<file path="src/rtl/regfile_write_arbiter.sv">
// Round-robin arbiter for the single regfile write port. It supports locked bursts of up to
// MAX_BURST transfers. The write port (enable/select/data) and grant_id are registered, so an
// accepted request appears on the regfile port one cycle after it is accepted.
//
// Handshake: a write transfers in any cycle where req_valid[i] & req_ready[i] are both high.
// req_ready is combinational from req_valid, the FSM state, rr_ptr and the burst owner.
// At most one ready bit is set in a cycle. A requester holds its valid, reg and data until it
// is accepted, and its valid never waits on ready.
module regfile_write_arbiter #(
  parameter int NREQ      = 4,
  parameter int ADDR_W    = 5,
  parameter int DATA_W    = 32,
  parameter int MAX_BURST = 4
) (
  input  logic                   clock,
  input  logic                   ctrl_reset,
  input  logic [NREQ-1:0]        req_valid,
  input  logic [NREQ-1:0]        req_lock,
  input  logic [NREQ*ADDR_W-1:0] req_reg,
  input  logic [NREQ*DATA_W-1:0] req_data,
  output logic [NREQ-1:0]        req_ready,
  output logic                   wr_enable,
  output logic [ADDR_W-1:0]      wr_reg,
  output logic [DATA_W-1:0]      wr_data,
  output logic [2:0]             grant_id,
  output logic                   burst_active,
  output logic [1:0]             dbg_state
);

  typedef enum logic [1:0] {
    ST_IDLE  = 2'd0,
    ST_GRANT = 2'd1,
    ST_BURST = 2'd2
  } state_t;

  state_t              state_q, state_d;
  logic [2:0]          rr_ptr_q, rr_ptr_d;
  logic [2:0]          owner_q, owner_d;
  logic [3:0]          burst_cnt_q, burst_cnt_d;
  logic                wr_enable_q;
  logic [ADDR_W-1:0]   wr_reg_q;
  logic [DATA_W-1:0]   wr_data_q;
  logic [2:0]          grant_id_q;

  logic [NREQ-1:0]     ready_raw;
  logic [2:0]          win;
  logic                found;
  logic                xfer;
  logic                win_lock;
  logic [ADDR_W-1:0]   win_reg;
  logic [DATA_W-1:0]   win_data;
  int                  j;

  // Wraps a requester index to the next one, modulo NREQ.
  function automatic logic [2:0] next_idx(input logic [2:0] k);
    if (int'(k) >= NREQ - 1) return 3'd0;
    return k + 3'd1;
  endfunction

  // Pick the winner: the burst owner only while bursting, else the first valid at/after rr_ptr.
  always_comb begin
    ready_raw = '0;
    win       = '0;
    found     = 1'b0;
    j         = 0;
    if (state_q == ST_BURST) begin
      for (int i = 0; i < NREQ; i++) begin
        if (3'(i) == owner_q) ready_raw[i] = req_valid[i];
      end
      win = owner_q;
    end else begin
      for (int off = 0; off < NREQ; off++) begin
        j = int'(rr_ptr_q) + off;
        if (j >= NREQ) j = j - NREQ;
        for (int i = 0; i < NREQ; i++) begin
          if (i == j && !found && req_valid[i]) begin
            found        = 1'b1;
            ready_raw[i] = 1'b1;
            win          = 3'(i);
          end
        end
      end
    end
  end

  // Select the winning requester's lock, target register and data.
  always_comb begin
    win_lock = 1'b0;
    win_reg  = '0;
    win_data = '0;
    for (int i = 0; i < NREQ; i++) begin
      if (3'(i) == win) begin
        win_lock = req_lock[i];
        win_reg  = req_reg[i*ADDR_W +: ADDR_W];
        win_data = req_data[i*DATA_W +: DATA_W];
      end
    end
  end

  assign xfer      = |ready_raw;
  assign req_ready = ctrl_reset ? ready_raw : '0;

  // Next-state logic for the IDLE/GRANT/BURST FSM, round-robin pointer and burst counter.
  always_comb begin
    state_d     = state_q;
    rr_ptr_d    = rr_ptr_q;
    owner_d     = owner_q;
    burst_cnt_d = burst_cnt_q;
    case (state_q)
      ST_IDLE, ST_GRANT: begin
        if (xfer) begin
          // A one-transfer burst limit makes a lock meaningless, so treat it as a plain grant.
          if (win_lock && MAX_BURST > 1) begin
            state_d     = ST_BURST;
            owner_d     = win;
            burst_cnt_d = 4'd1;
          end else begin
            state_d  = ST_GRANT;
            rr_ptr_d = next_idx(win);
          end
        end else begin
          state_d = ST_IDLE;
        end
      end
      ST_BURST: begin
        if (xfer) begin
          if (win_lock && (int'(burst_cnt_q) + 1 < MAX_BURST)) begin
            burst_cnt_d = burst_cnt_q + 4'd1;
          end else begin
            state_d     = ST_GRANT;
            rr_ptr_d    = next_idx(owner_q);
            burst_cnt_d = 4'd0;
          end
        end else begin
          state_d     = ST_IDLE;
          rr_ptr_d    = next_idx(owner_q);
          burst_cnt_d = 4'd0;
        end
      end
      default: begin
        state_d     = ST_IDLE;
        burst_cnt_d = 4'd0;
      end
    endcase
  end

  // State and registered write port; reset also cancels a write already launched.
  always_ff @(posedge clock or negedge ctrl_reset) begin
    if (!ctrl_reset) begin
      state_q     <= ST_IDLE;
      rr_ptr_q    <= '0;
      owner_q     <= '0;
      burst_cnt_q <= '0;
      wr_enable_q <= 1'b0;
      wr_reg_q    <= '0;
      wr_data_q   <= '0;
      grant_id_q  <= '0;
    end else begin
      state_q     <= state_d;
      rr_ptr_q    <= rr_ptr_d;
      owner_q     <= owner_d;
      burst_cnt_q <= burst_cnt_d;
      // Writes to register 0 are accepted but never reach the regfile.
      wr_enable_q <= xfer && (win_reg != '0);
      if (xfer) begin
        wr_reg_q   <= win_reg;
        wr_data_q  <= win_data;
        grant_id_q <= win;
      end
    end
  end

  assign wr_enable    = wr_enable_q;
  assign wr_reg       = wr_reg_q;
  assign wr_data      = wr_data_q;
  assign grant_id     = grant_id_q;
  assign burst_active = (state_q == ST_BURST);
  assign dbg_state    = state_q;

endmodule
</file>
<file path="config.mk">
export PLATFORM = sky130hd
export DESIGN_NAME = regfile_write_arbiter
export DESIGN_NICKNAME = d
export VERILOG_FILES = /design/src/rtl/regfile_write_arbiter.sv
export SDC_FILE = /design/constraint.sdc
export NUM_CORES = 1
export LEC_CHECK = 0
export ABC_AREA = 1
export CELL_PAD_IN_SITES_DETAIL_PLACEMENT = 1
export CELL_PAD_IN_SITES_GLOBAL_PLACEMENT = 2
export CORE_ASPECT_RATIO = 0.5
export CORE_UTILIZATION = 30
export CTS_CLUSTER_SIZE = 25
export DETAILED_ROUTE_END_ITERATION = 10
export DONT_BUFFER_PORTS = 1
export PLACE_DENSITY = 0.78
export SLEW_MARGIN = 20
export SYNTH_ARGS = -nofsm -noshare
export SYNTH_HDL_FRONTEND = slang
export SYNTH_SLANG_ARGS = --single-unit
</file>
<file path="constraint.sdc">
create_clock -name clock -period 10.2 [get_ports clock]
set_input_delay 2.04 -clock clock [delete_from_list [all_inputs] [get_ports clock]]
set_output_delay 2.04 -clock clock [all_outputs]
set_load 0.01 [all_outputs]
</file>
==> results.yml <==
clock_tree:
  cts.repair.resized: 0
  path_clk_slew_ns: 0.07
  postCtsSetupBuffers: 0
  cts_buffer_depth: 2
  clock_latency_ns: 0.29
  numCtsBuffers: 5
  htree_levels: 2
  cts-root-buf: "clkbuf_16"
  cts_sinks: 53
  cts_tree: "built"
  cts_hold_buf: 0
placed_design:
  pre_cts_slack_ns: 3.22
  globalplace.congestion: 0.924
  io_buffers: 0
  hpwl_um: 9500
global_route:
  grt.total_usage: 0.184
  overflow: 0
  grt_pass1_vias: 3917
  grt_max_degree: 76
  grt_antenna_before_repair: 0
  grt_pass1_wl_um: 20700
yosys:
  synth_cell_types: 40
  syn_area_um2: 4050
  synth_area_leaders: "dfrtp_1 (33%), nand2_1 (14%), a31oi_2 (9.3%)"
  syn_avg_cell_area_um2: 7.41
  ys_seq_area_frac: 0.327
  syn-num-nets: 717
  synth_top_area_frac: 0.327
  yosys_warnings: 0
  synth-edff-count: 0
  synth_top_area_cell: "dfrtp_1"
  netlist_instances: 547
  synthArstFlopShare: 1.00
  synthFlopType: "dfrtp_1"
  ys_seq_elements: 53
worst_setup_path:
  crit_start: "req_valid[2]"
  max_stage_delay_ns: 1.08
  reg2reg_depth: 21
  path_cells: "nand3_1 -> nand3_2 -> nor2_4 -> nand4_2 -> nor2_2 -> nand4_2 -> nor2_2 -> nand3_1 -> nand2_1 -> nor2_1 -> a21oi_1 -> ha_1 -> ha_2 -> clkinv_1 -> o211ai_1 -> nand2_1 -> o21ai_1 -> nand3_2 -> nand2_1 -> nand2_1"
  worstReg2RegEnd: "rr_ptr_q[0]"
  r2r_slack_ns: 4.72
  cp.required_ns: 10.38
  cpMaxStageDelayCell: "clkinv_1"
  r2r-start: "rr_ptr_q[0]"
  cp-end-kind: "flip-flop"
  arrival_ns: 6.79
  worstPathMaxFanout: 42
  startpoint_type: "primary input"
  cpMostUsedCell: "nand2_1"
  crit_type: "in -> reg"
  crit_end: "rr_ptr_q[0]"
drt:
  ant_nets: 0
  drt_pass1_iterations: 7
  routedWlPerCell_um: 18.0
  drc: 3
  via_per_inst: 5.31
  vias: 3688
  drt-total-wl_um: 12500
  drtIter0Drc: 201
hold_path:
  hold_class: "reg -> reg"
timing:
  worst_pin_slew_ns: 1.03
  slew_headroom: 0.310
  min_period_over_period: 0.648
  worst_clock_skew_ns: 0.00335
  grt_setup_unrepaired: "no"
  setup_viol: 0
  fmax_ghz: 0.151
  fin_crit_ns: 6.61
  setup_ws_ns: 3.59
  slew_viol_final: 0
  finalHoldViolations: 0
  tns_ns: 0
cells_and_area:
  final_cell_mix: "nand2_1 (150), nor2_1 (65), dfrtp_1 (53), nand3_1 (47), inv_1 (38)"
  fillers: 1596
  multiInputGateArea_um2: 2400
  largest_reg_flops: 32
  final_net_count: 694
  layout_commonest_cell: "nand2_1"
  n_antenna_cell: 0
  drive_gt1_frac: 0.120
  synthToLayoutAreaGrowth_pct: 5.90
  seq_area_um2: 1330
floorplan:
  coreArea_um2: 12900
  die-area_um2: 14000
  num_io_pins: 206
  floorplan.rows: 29
  chipHeight_um: 84.2
  die_x_um: 166
  initial_core_util: 0.314
status:
  violations: "DRC"
  outcome: "complete, but fails checks"
flow_run:
  cap_violations: 0
## critical path, delay by kind of cell
kind,cells,cell delay [ns]
buf+inv,1,1.08
fa+ha+maj,2,1.01
simple gates,14,1.65
compound gates,3,1.02
## cells by family after synthesis
| group | synth area share |
|---|---|
| AO/OA/AOI/OAI | 0.219 |
| XOR/XNOR | 0.00432 |
| adder cells (fa/ha/maj) | 0.0370 |
| buffers and inverters | 0.0809 |
| flip-flops | 0.327 |
| AND/OR/NAND/NOR | 0.331 |
## per-layer routing
layer,share of wire,vias to the layer above,track usage
met5,0,-,0
li1,-,1825,-
met2,0.47,107,0.310
met4,0.017,0,0.0598
met1,0.46,1737,0.238
met3,0.048,19,0.0354
## synthesized netlist by cell type, types with 2 or more instances
library cell / instances
nor2_4: 2
dfrtp_1: 53
nand3_1: 47
o22ai_1: 3
o211ai_1: 34
nor2_2: 5
nor3_1: 4
a31oi_1: 4
nand3_2: 4
o21ai_0: 14
ha_1: 12
inv_1: 39
buf_2: 4
a311oi_1: 4
nand4_2: 3
nand2_4: 2
a21oi_1: 7
o21ai_1: 6
nor2_1: 65
a31oi_2: 30
nand2_1: 151
buf_1: 6
buf_6: 5
clkbuf_1: 16
nand4_1: 10
nand3b_1: 3
## metrics by stage
stage                     utilization  instance area, um2  instances  hold WS, ns
after floorplan                     -                4050        547        0.468
after global placement          0.319                4120        687        0.490
after detailed placement        0.319                4120        687        0.504
after CTS                       0.332                4290        695        0.519
after global routing            0.332                4290        695        0.540
final                           0.332                4290        695        0.513
## layout make-up
type,instances,share of cell area
Clock buffer,7,0.0332
Clock inverter,1,0.00700
Inverter,41,0.0358
Multi-Input combinational cell,420,0.560
Sequential cell,53,0.309
Tap cell,170,0.0495
Timing Repair Buffer,3,0.00525
## worst min-delay path by stage
stage                      to            from  cells past startpoint
2_1_floorplan  burst_cnt_q[1]  burst_cnt_q[1]                      2
3_3_place_gp   burst_cnt_q[1]  burst_cnt_q[1]                      2
3_5_place_dp   burst_cnt_q[1]  burst_cnt_q[1]                      2
4_1_cts        burst_cnt_q[1]  burst_cnt_q[1]                      2
5_1_grt        burst_cnt_q[1]  burst_cnt_q[1]                      2
6_report       burst_cnt_q[1]  burst_cnt_q[1]                      2
Power is left out: the tool's default activity adds up to more than one toggle a clock period on the data nets, which glitch-free logic cannot reach.
